File: config.mk
export PLATFORM = sky130hd
export DESIGN_NAME = letc_core_stage_f
export DESIGN_NICKNAME = d
export VERILOG_FILES = /design/src/rtl/letc_core_stage_f.sv
export SDC_FILE = /design/constraint.sdc
export NUM_CORES = 1
export LEC_CHECK = 0
export CORE_ASPECT_RATIO = 1.25
export CORE_MARGIN = 1
export CORE_UTILIZATION = 47
export CTS_CLUSTER_SIZE = 28
export DETAILED_ROUTE_END_ITERATION = 8
export GPL_TIMING_DRIVEN = 0
export PLACE_DENSITY = 0.82
export SETUP_SLACK_MARGIN = 0.4
export SYNTH_ARGS = -nofsm -noshare
export SYNTH_HDL_FRONTEND = slang
export SYNTH_SLANG_ARGS = --single-unit
File: constraint.sdc
create_clock -name i_clk -period 3.45 [get_ports i_clk]
set_clock_uncertainty 0.15 [all_clocks]
set_input_delay 0.5175 -clock i_clk [delete_from_list [all_inputs] [get_ports i_clk]]
set_output_delay 0.5175 -clock i_clk [all_outputs]
set_load 0.03 [all_outputs]
File: src/rtl/letc_core_stage_f.sv
// Fetch stage: issues one word-aligned imem request at a time and hands each fetched word to decode.
// Define LETC_CORE_STAGE_F_ASSERTIONS_EN to compile the simulation protocol assertions.
module letc_core_stage_f #(
    parameter logic [31:0] RESET_PC = 32'h0000_0000
) (
    input  logic        i_clk,
    input  logic        i_rst_n,
    input  logic        i_redirect,
    input  logic [31:0] i_redirect_pc,
    output logic        o_imem_req_valid,
    input  logic        i_imem_req_ready,
    output logic [31:0] o_imem_req_addr,
    input  logic        i_imem_rsp_valid,
    input  logic [31:0] i_imem_rsp_data,
    output logic        o_f2d_valid,
    input  logic        i_f2d_ready,
    output logic [31:0] o_f2d_instr,
    output logic [31:0] o_f2d_pc,
    output logic [2:0]  o_dbg_state
);

    // Handshakes: a transfer happens on a rising edge where valid and ready are both high;
    // valid and its payload stay stable until that edge, and valid never waits on ready.
    typedef enum logic [2:0] {
        IDLE = 3'd0,
        REQ  = 3'd1,
        WAIT = 3'd2,
        HOLD = 3'd3,
        DROP = 3'd4
    } state_t;

    state_t      state;
    logic [31:0] pc;
    logic [31:0] redirect_tgt;
    logic        req_accept;
    logic        unused_pc_bits;

    assign redirect_tgt     = {i_redirect_pc[31:2], 2'b00};
    assign unused_pc_bits   = ^i_redirect_pc[1:0];
    assign req_accept       = (state == REQ) && i_imem_req_ready;
    assign o_imem_req_valid = (state == REQ);
    assign o_imem_req_addr  = pc;
    assign o_dbg_state      = state;

    always_ff @(posedge i_clk or negedge i_rst_n) begin
        if (!i_rst_n) begin
            state       <= IDLE;
            pc          <= RESET_PC;
            o_f2d_valid <= 1'b0;
            o_f2d_instr <= 32'h0000_0000;
            o_f2d_pc    <= 32'h0000_0000;
        end else if (i_redirect) begin
            // Redirect beats every other event; a request already accepted leaves a response to drain.
            pc          <= redirect_tgt;
            o_f2d_valid <= 1'b0;
            case (state)
                REQ:       state <= req_accept ? DROP : REQ;
                WAIT,
                DROP:      state <= i_imem_rsp_valid ? REQ : DROP;
                default:   state <= REQ;
            endcase
        end else begin
            case (state)
                IDLE: state <= REQ;
                REQ: begin
                    if (req_accept) state <= WAIT;
                end
                WAIT: begin
                    if (i_imem_rsp_valid) begin
                        o_f2d_instr <= i_imem_rsp_data;
                        o_f2d_pc    <= pc;
                        o_f2d_valid <= 1'b1;
                        pc          <= pc + 32'd4;
                        state       <= HOLD;
                    end
                end
                HOLD: begin
                    if (i_f2d_ready) begin
                        o_f2d_valid <= 1'b0;
                        state       <= REQ;
                    end
                end
                DROP: begin
                    if (i_imem_rsp_valid) state <= REQ;
                end
                default: state <= IDLE;
            endcase
        end
    end

`ifdef LETC_CORE_STAGE_F_ASSERTIONS_EN
    logic        past_req_stall;
    logic        past_f2d_stall;
    logic [31:0] past_addr;
    logic [31:0] past_instr;
    logic [31:0] past_pc;

    always_ff @(posedge i_clk or negedge i_rst_n) begin
        if (!i_rst_n) begin
            past_req_stall <= 1'b0;
            past_f2d_stall <= 1'b0;
            past_addr      <= 32'h0000_0000;
            past_instr     <= 32'h0000_0000;
            past_pc        <= 32'h0000_0000;
        end else begin
            past_req_stall <= (state == REQ) && !i_imem_req_ready && !i_redirect;
            past_f2d_stall <= o_f2d_valid && !i_f2d_ready && !i_redirect;
            past_addr      <= o_imem_req_addr;
            past_instr     <= o_f2d_instr;
            past_pc        <= o_f2d_pc;
        end
    end

    always @(posedge i_clk) begin
        if (i_rst_n) begin
            assert (!(i_imem_rsp_valid && (state != WAIT) && (state != DROP)))
                else $error("imem response outside WAIT/DROP");
            if (past_req_stall)
                assert (o_imem_req_addr == past_addr)
                    else $error("imem address changed while unaccepted");
            if (past_f2d_stall)
                assert (o_f2d_valid && (o_f2d_instr == past_instr) && (o_f2d_pc == past_pc))
                    else $error("f2d payload changed while not accepted");
        end
    end
`endif

endmodule

==> flow_metrics.env <==
export IMPL_slew_viol_final=0
export IMPL_post_route_drc_count=0
export IMPL_slew_limit_headroom_pct=58.4
export IMPL_coreArea_um2=9130
export IMPL_grt_pass1_wl_mm=17.7
export IMPL_path_clk_slew_ns=0.06
export IMPL_post_cts_buffers=0
export IMPL_fin_crit_sh_pct=75.8
export IMPL_die_w_um=88.4
export IMPL_fillers=682
export IMPL_cts_resized=0
export IMPL_rsz0062_at_grt="false"
export IMPL_cts_root_buffer="clkbuf_16"
export IMPL_hold_class="in2async"
export IMPL_ios=171
export IMPL_critPathTopFamily="buffers and inverters"
export IMPL_cpPeakStageDelay_ns=0.69
export IMPL_initial_utilization_pct=48.1
export IMPL_die_height_um=110
export IMPL_syn_area_um2=4390
export IMPL_critPathArrivalTime_ns=1.95
export IMPL_period_needed_ns=2.61
export IMPL_track_usage_pct=24.2
export IMPL_cts_tree="yes"
export IMPL_cp_required_ns=2.78
export IMPL_setup_viol=0
export IMPL_cp_max_fo=10
export IMPL_synth_top_area_share_pct=54.7
export IMPL_r2r_start="o_imem_req_addr[19]"
export IMPL_cts_inserted_buffers=9
export IMPL_dieArea_um2=9730
export IMPL_drtPass1Iterations=6
export IMPL_start_kind="register"
export IMPL_hold_buffers=0
export IMPL_first_iter_violations=147
export IMPL_portBuffers=164
export IMPL_synth_most_common_cell="dfrtp_1"
export IMPL_critPathKind="reg2out"
export IMPL_post_synth_top_area_cell="dfrtp_1"
export IMPL_setup_worst_path_start="o_dbg_state[0]"
export IMPL_diodes=0
export IMPL_dpl_hpwl_mm=8.18
export IMPL_crit_buf_inv=2
export IMPL_clock_latency_ns=0.34
export IMPL_grt_max_degree=51
export IMPL_ys_top_cells_by_area="dfrtp_1 55%, mux2_2 16%, a31oi_1 3.0%, o31ai_1 2.6%, or4_1 2.4%"
export IMPL_powerDensity_nw_per_um2=770
export IMPL_yosysWarnings=0
export IMPL_nets=618
export IMPL_vdd_drop_max_mv=0.460
export IMPL_cap_violations=0
export IMPL_endpoint_kind="output port"
export IMPL_synth_ff_type="dfrtp_1"
export IMPL_total_power_mw=5.03
export IMPL_h_tree_depth=3
export IMPL_rows=39
export IMPL_fin_area_um2=6520
export IMPL_synth_cells=368
export IMPL_drive_gt1_share_pct=17.6
export IMPL_gp_congestion=0.791
export IMPL_fin_setup_tns_ns=0
export IMPL_drt_total_wl_mm=11.1
export IMPL_outcome="completed"
export IMPL_synthArstFlopShare_pct=100
export IMPL_synth_edff_count=0
export IMPL_post_drt_wl_per_cell_um=16.5
export IMPL_synth_cell_type_count=42
export IMPL_grt_ovfl_total=0
export IMPL_dp_cells=659
export IMPL_worstMarginPinSlew_ns=0.624
export IMPL_ys_seq_elements=96
export IMPL_antenna_found_initial=0
export IMPL_avgSynthCellArea_um2=11.9
export IMPL_clock_tree_buffer_depth=2
export IMPL_synth_commonest_cells="96 x dfrtp_1, 63 x mux2_2, 22 x nor2_1"
export IMPL_area_growth_pct=48.7
export IMPL_final_cells=674
export IMPL_cp_cell_sequence="clkbuf_1 > nor3b_1 > clkdlybuf4s50_1"
export IMPL_postPlaceCellArea_um2=6220
export IMPL_grt_pass1_vias=3657
export IMPL_viasPerCell=5.35
export IMPL_ant_nets=0
export IMPL_p_leak_nw=2.71
export IMPL_cts_sinks=96
export IMPL_fmax_mhz=382
export IMPL_critPathSlowestCell="clkdlybuf4s50_1"
export IMPL_hold_violations=0
export IMPL_via_count=3606
export IMPL_fin_util_pct=71.5
export IMPL_synth_seq_area_share_pct=54.7
[worst paths after layout]
kind | cells past startpoint | slack, ns | endpoint
worst max-delay path | 3 | 0.84 | o_imem_req_valid
worst min-delay path | 1 | 0.03 | o_f2d_pc[26]
worst max register to register | 4 | 1.35 | o_imem_req_addr[28]
worst min register to register | 1 | 0.35 | o_f2d_pc[19]
max in group asynchronous | 2 | 2.45 | o_f2d_instr[17]
min in group i_clk | 1 | 0.35 | o_f2d_pc[19]
[metal layers]
metal	up-vias	wire (µm)	global-route usage, %
met4	0	170	10.3
met2	134	5830	41.0
met1	1747	4540	30.2
met3	13	600	4.24
li1	1712	-	-
met5	-	0	0
[logic make-up after synthesis]
family / Yosys count / share of synthesized area, %
AO/OA/AOI/OAI: 58 / 8.41
XOR/XNOR: 9 / 1.80
adder cells (fa/ha/maj): 1 / 0.285
buffers and inverters: 32 / 3.74
flip-flops: 96 / 54.7
multiplexers: 66 / 16.9
other: 1 / 0.0855
AND/OR/NAND/NOR: 105 / 14.1
[cells in the final DEF (no fill, tap or decap), types with 2 or more instances in the layout]
cell type	netlist	final
and3_1	4	4
mux2i_1	3	3
or4_1	14	14
buf_2	8	8
nand2b_1	3	3
clkdlybuf4s50_1	0	163
dfrtp_1	96	96
xor2_1	6	6
clkbuf_1	11	14
and4_1	5	5
nand3_1	9	9
nand4_1	9	9
and2_1	2	2
a31oi_1	21	21
clkbuf_16	0	9
buf_6	2	2
o31ai_1	15	15
nor2_1	22	22
mux2_2	63	63
buf_4	5	6
xnor2_1	3	3
or3_1	6	6
conb_1	1	4
inv_1	6	6
a21oi_1	2	2
nand2_1	19	19
bufinv_16	0	2
o21ai_0	16	16
[worst reg2reg max path, cell delays in order, from the launching register on]
cell and delay (ns):
dfrtp_1 0.47, and4_1 0.33, nand4_1 0.30, or4_1 0.55, a31oi_1 0.20
[final cells by class]
cell class                      count  area (µm²)  share of cell area [%]
Timing Repair Buffer              165        1670                    25.5
Sequential cell                    96        2400                    36.8
Buffer                             26         141                    2.17
Inverter                            6        22.5                   0.345
Clock buffer                       12         236                    3.62
Multi-Input combinational cell    243        1830                    28.1
Clock inverter                      3        67.6                    1.04
Tap cell                          123         154                    2.36
[stage by stage]
stage / worst slack (ns) / hold slack [ns]
after floorplan: 1.25 / 0.0719
after detailed placement: 0.677 / 0.344
after CTS: 0.835 / 0.0574
final: 0.835 / 0.0341
after global routing: 0.700 / 0.0905
after global placement: -1.80 / 0.338
[report_power, final]
part | switching [mW] | internal (mW) | leakage (nW) | total, mW
clock | 0.406 | 0.632 | 0.143 | 1.04
sequential | 0.227 | 1.50 | 1.20 | 1.73
combinational | 1.21 | 1.05 | 1.37 | 2.26
total | 1.84 | 3.18 | 2.71 | 5.03
[state kept, by name, summed over array words and instances, names as in the netlist]
| signal | cells |
|---|---|
| o_f2d_instr | 32 |
| o_dbg_state | 3 |
| o_f2d_valid | 1 |
| o_imem_req_addr | 30 |
| o_f2d_pc | 30 |
No activity file was read; power rests on OpenSTA's default activity.
